===== src/rtl/grid_clb_param.sv =====
// grid_clb_param: parametrised CLB tile with its own configuration-chain segment.
//
// Holds N_BLE basic logic elements. Each one is a K-input LUT with an optional output
// flop. Every LUT input has a selector that picks a tile pin, the registered output of
// a BLE, or constant 0. The configuration bits shift serially from ccff_head to
// ccff_tail. A bit counter raises cfg_done once a full CFG_BITS-bit load has finished.
// The user logic runs only when prog_en=0 and cfg_done=1. Otherwise the outputs are 0
// and the BLE flops hold their value.
//
// Ports:
//   clk        single clock for configuration shift and user logic
//   reset      asynchronous active-low reset
//   prog_en    1 = configuration mode, one bit shifted per clk
//   ccff_head  serial configuration data in
//   clb_I      tile input pins [N_IN-1:0]
//   ccff_tail  serial configuration data out, taken from cfg[0]
//   clb_O      BLE outputs [N_BLE-1:0]
//   cfg_done   a complete load has finished since the last restart
//
// Optional feature: define GRID_CLB_OUT_REG_EN to register clb_O. This adds one cycle
// of latency to both the LUT path and the FF path.
module grid_clb_param #(
  parameter int unsigned K     = 4,
  parameter int unsigned N_BLE = 4,
  parameter int unsigned N_IN  = 10
) (
  input  logic             clk,
  input  logic             reset,
  input  logic             prog_en,
  input  logic             ccff_head,
  input  logic [N_IN-1:0]  clb_I,
  output logic             ccff_tail,
  output logic [N_BLE-1:0] clb_O,
  output logic             cfg_done
);

  localparam int unsigned SEL_W    = $clog2(N_IN + N_BLE);
  localparam int unsigned LUT_SIZE = 2 ** K;
  localparam int unsigned BLE_BITS = LUT_SIZE + 1 + K * SEL_W;
  localparam int unsigned CFG_BITS = N_BLE * BLE_BITS;
  localparam int unsigned CNT_W    = $clog2(CFG_BITS + 1);

  logic [CFG_BITS-1:0] cfg_q, cfg_d;
  logic [CNT_W-1:0]    cnt_q, cnt_d;
  logic                cfg_done_q, cfg_done_d;
  logic                prog_en_q;
  logic [N_BLE-1:0]    ble_q, ble_d;

  logic [N_BLE-1:0]    lut;
  logic [N_BLE-1:0]    ff_use;
  logic [N_BLE-1:0]    out_val;
  logic                active;

  // Return the value selected by one select field. Codes past the last BLE give 0.
  function automatic logic sel_src(input logic [SEL_W-1:0] s,
                                   input logic [N_IN-1:0]  pins,
                                   input logic [N_BLE-1:0] fb);
    logic r;
    r = 1'b0;
    for (int i = 0; i < int'(N_IN); i++) begin
      if (int'(s) == i) r = pins[i];
    end
    for (int j = 0; j < int'(N_BLE); j++) begin
      if (int'(s) == int'(N_IN) + j) r = fb[j];
    end
    return r;
  endfunction

  // Configuration shift register and load counter.
  always_comb begin
    cfg_d      = cfg_q;
    cnt_d      = cnt_q;
    cfg_done_d = cfg_done_q;
    if (prog_en) begin
      cfg_d = {ccff_head, cfg_q[CFG_BITS-1:1]};
      if (!prog_en_q) begin
        // A rising edge on prog_en starts a new load. This edge shifts bit 1.
        cnt_d      = CNT_W'(1);
        cfg_done_d = (CFG_BITS == 1);
      end else if (cnt_q < CNT_W'(CFG_BITS)) begin
        cnt_d = cnt_q + CNT_W'(1);
        if (cnt_d == CNT_W'(CFG_BITS)) cfg_done_d = 1'b1;
      end
    end
  end

  // BLE datapath. Feedback comes only from ble_q, so the LUTs cannot form a
  // combinational loop.
  for (genvar b = 0; b < int'(N_BLE); b++) begin : g_ble
    localparam int unsigned Base = b * BLE_BITS;
    logic [LUT_SIZE-1:0] truth;
    logic [K-1:0]        addr;

    assign truth     = cfg_q[Base +: LUT_SIZE];
    assign ff_use[b] = cfg_q[Base + LUT_SIZE];

    for (genvar k = 0; k < int'(K); k++) begin : g_in
      logic [SEL_W-1:0] sel;
      assign sel     = cfg_q[Base + LUT_SIZE + 1 + k * SEL_W +: SEL_W];
      assign addr[k] = sel_src(sel, clb_I, ble_q);
    end

    assign lut[b] = truth[addr];
  end

  assign active = !prog_en && cfg_done_q;

  always_comb begin
    ble_d   = ble_q;
    out_val = '0;
    if (active) begin
      ble_d = lut;
      for (int b = 0; b < int'(N_BLE); b++) begin
        out_val[b] = ff_use[b] ? ble_q[b] : lut[b];
      end
    end
  end

  always_ff @(posedge clk or negedge reset) begin
    if (!reset) begin
      cfg_q      <= '0;
      cnt_q      <= '0;
      cfg_done_q <= 1'b0;
      prog_en_q  <= 1'b0;
      ble_q      <= '0;
    end else begin
      cfg_q      <= cfg_d;
      cnt_q      <= cnt_d;
      cfg_done_q <= cfg_done_d;
      prog_en_q  <= prog_en;
      ble_q      <= ble_d;
    end
  end

  assign ccff_tail = cfg_q[0];
  assign cfg_done  = cfg_done_q;

`ifdef GRID_CLB_OUT_REG_EN
  logic [N_BLE-1:0] out_q;

  always_ff @(posedge clk or negedge reset) begin
    if (!reset) begin
      out_q <= '0;
    end else begin
      out_q <= out_val;
    end
  end

  assign clb_O = out_q;
`else
  assign clb_O = out_val;
`endif

endmodule


===== config.mk =====
export PLATFORM = sky130hd
export DESIGN_NAME = grid_clb_param
export DESIGN_NICKNAME = d
export VERILOG_FILES = /design/src/rtl/grid_clb_param.sv
export SDC_FILE = /design/constraint.sdc
export NUM_CORES = 1
export LEC_CHECK = 0
export BUFFER_PORTS_ARGS = -buffer_cell sky130_fd_sc_hd__buf_2
export CAP_MARGIN = 20
export CORE_ASPECT_RATIO = 1.4
export CORE_MARGIN = 3
export CORE_UTILIZATION = 30
export CTS_BUF_LIST = sky130_fd_sc_hd__clkbuf_4
export CTS_CLUSTER_SIZE = 28
export DETAILED_ROUTE_END_ITERATION = 8
export SYNTH_ARGS = -nofsm -noshare
export SYNTH_HDL_FRONTEND = slang
export SYNTH_SLANG_ARGS = --single-unit
export TNS_END_PERCENT = 50

===== constraint.sdc =====
create_clock -name clk -period 3.7 [get_ports clk]
set_input_delay 0.37 -clock clk [delete_from_list [all_inputs] [get_ports clk]]
set_output_delay 0.37 -clock clk [all_outputs]
set_load 0.005 [all_outputs]

==> results.yml <==
setup_path:
  path_buf_inv: 1
  r2r-start: "cfg_q[51]"
  path_max_fanout: 8
  cpMostUsedCell: "mux2i_1"
  r2r-end: "ble_q[1]"
  cp_slowest_cell: "mux4_2"
  cp_top_family: "multiplexers"
  rrSetupSlack_ns: 1.13
  r2r_cells: 10
  cp-end-kind: "primary output"
  cp.arrival_ns: 3.23
  worst_ep_required_time_ns: 3.33
  slowest_delay_ns: 0.63
  path_class: "reg2out"
  cp-start-kind: "register"
  path_cells: "mux4_2 -> mux4_2 -> mux2i_1 -> mux2i_1 -> mux2i_1 -> mux2_4 -> o21ai_2 -> and2_4 -> buf_6"
finish:
  fin_nets: 694
  syn2layout_area_growth_pct: 10.5
  final_core_util: 0.338
  design_area_mm2: 0.00912
  drive_above_1_share: 0.369
power:
  powerDensity_mw_per_mm2: 523
  p_leak_nw: 3.97
  power_mw: 4.77
  peakVddDrop_v: 0.000188
synthesis:
  synth_largest_area_cell: "dfrtp_1"
  synthesis.area_mm2: 0.00825
  async_reset_ff_frac: 1.00
  seq_area_frac_synth: 0.443
  netlist.area_leader.share: 0.443
  syn_inst: 678
  yosys-top-cells-count: "dfrtp_1, mux2_2, mux2i_1"
  yosysMostFrequentCell: "dfrtp_1"
  ys_types: 52
  synth_edf_count: 0
  synthesis.nets: 693
  synth_area_leaders: "dfrtp_1, mux2_2, mux4_2"
  yosysWarnings: 0
  syn-mean-instance-area_um2: 12.2
  synth_seq_cells: 146
  synth_flop_cell: "dfrtp_1"
clock_tree:
  htree_num_levels: 4
  clk_path_buf_depth: 2
  clock-sinks: 146
  clkTransAtPathRegs_ns: 0.12
  cts_tree: "built"
  root_buffer: "clkbuf_4"
  clkLatencyLatePin_ns: 0.55
  numCtsBuffers: 17
timing:
  finalHoldViolCount: 0
  drv_slew: 0
  setup_violations: 0
  skew_ns: 0.0162
  min_period_over_period: 0.972
  worst_slew_pin_slew_ns: 1.00
  finalSetupTns_ns: 0
  relSlewSlack: 0.332
  period_needed_ns: 3.60
  clock.fmax_mhz: 278
  rsz0062_at_grt: "yes"
global_routing:
  antenna_found_initial: 1
  grt_pass1_wl_um: 29200
  grtUsageTotal: 0.121
  grt_max_degree: 84
  grt_pass1_vias: 5590
  overflow: 0
routing:
  drt-initial-drc-count: 312
  antenna_left: 0
  finalWirelength_um: 17600
  num_vias: 5423
  drc: 0
  routed_via_density: 5.13
  post_drt_wl_per_cell_um: 16.6
  dr.pass1.iters: 5
floorplanning:
  core_area_mm2: 0.0270
  fp.dieW_um: 146
  start_util: 0.305
  rows: 71
  dieArea_mm2: 0.0295
  die_h_um: 202
  io-pin-count: 20
hold_path:
  holdCritPathClass: "in2reg"
  hold_depth: 2
  hold_end: "cfg_q[131]"
  min_from: "ccff_head"
flow_run:
  cap_violations: 0
place:
  portBuffers: 19
  gp_congestion: 0.754
  hpwl_um: 11500
  placed_cell_area_mm2: 0.00867
run_status:
  status: "finished, final reports clean"
## routing by layer
| metal | GRT usage | wire length (um) |
|---|---|---|
| met1 | 0.147 | 7440 |
| met2 | 0.213 | 9220 |
| met3 | 0.0249 | 575 |
| met4 | 0.0414 | 368 |
| met5 | 0 | 0 |
## registers in the layout, summed over array words and instances (netlist names)
register   flops
cfg_done       1
prog_en_q      1
cnt_q          8
ble_q          4
cfg_q        132
## worst register-to-register path: stages, from the launching register on
cell      delay [ns]
dfrtp_1         0.43
mux2_4          0.31
a221oi_2        0.26
o32ai_1         0.12
a32oi_1         0.20
buf_4           0.23
mux2i_1         0.21
nand2_1         0.07
a32o_1          0.31
a311oi_2        0.23
o21ai_1         0.09
## per-stage QoR
stage / cells / setup slack [ns] / hold WS [ns]
floorplan: 678 / 0.940 / 0.0744
global placement: 1016 / 0.494 / 0.434
detailed placement: 1016 / 0.471 / 0.445
CTS: 1048 / 0.00468 / 0.0478
global route: 1057 / -0.0941 / 0.0527
finish: 1057 / 0.103 / 0.0851
## logic make-up (layout without fill, tap and decap cells)
family / count (synthesis) / after routing / synth area share
AO/OA/AOI/OAI: 104 / 104 / 0.0840
XOR/XNOR: 1 / 1 / 0.00106
adder cells (fa/ha/maj): 1 / 1 / 0.00152
buffers and inverters: 74 / 87 / 0.0369
flip-flops: 146 / 146 / 0.443
multiplexers: 233 / 233 / 0.368
other: 0 / 1 / 0
AND/OR/NAND/NOR: 119 / 119 / 0.0660
## timing repair
item                                    CTS  global route
hold endpoints to repair                 75             0
gates resized for setup                   7            11
pin swaps                                 0             1
cloned                                    0             0
hold buffers                              1             0
buffers inserted                          0             8
endpoints found under the setup margin    3             4
## report_power, final
group	internal, mW	switching, mW	leakage (nW)	total, mW
registers	1.87	0.364	1.97	2.23
clock network	0.608	0.568	0.177	1.18
logic	0.773	0.590	1.82	1.36
total	3.25	1.52	3.97	4.77
## placed cells by master, fill, tap and decap left out, drive strengths merged, types with 5 or more instances in the layout
master	synthesis	layout
nand2	42	42
mux2	127	127
a21oi	18	18
nand3	8	8
nor2b	12	12
and2	5	5
dfrtp	146	146
a22oi	8	8
mux2i	64	64
inv	15	15
buf	10	40
nor3	8	8
nor2	32	32
clkbuf	49	19
mux4	42	42
a211oi	6	6
clkinv	0	6
o21ai	32	32
bufinv	0	5
## how the worst max path moves through the flow
stage | from | endpoint | slack, ns | cells after the start
floorplan | cfg_q[51] | clb_O[1] | 0.94 | 10
global placement | clb_I[5] | clb_O[0] | 0.49 | 10
detailed placement | clb_I[5] | clb_O[0] | 0.47 | 10
CTS | ble_q[1] | clb_O[0] | 0.005 | 9
global route | cfg_q[29] | clb_O[0] | -0.09 | 9
finish | ble_q[1] | clb_O[0] | 0.10 | 9
## area by class of cell
type | instances | area [um2]
timing repair buffer | 41 | 292
fill | 2719 | 17900
inverter | 15 | 56.3
tap | 365 | 457
sequential | 146 | 3660
multi-input combinational | 458 | 4320
clock inverter | 12 | 189
antenna | 1 | 2.50
clock buffer | 19 | 143
Note: power is estimated with default switching activity, not from simulation.
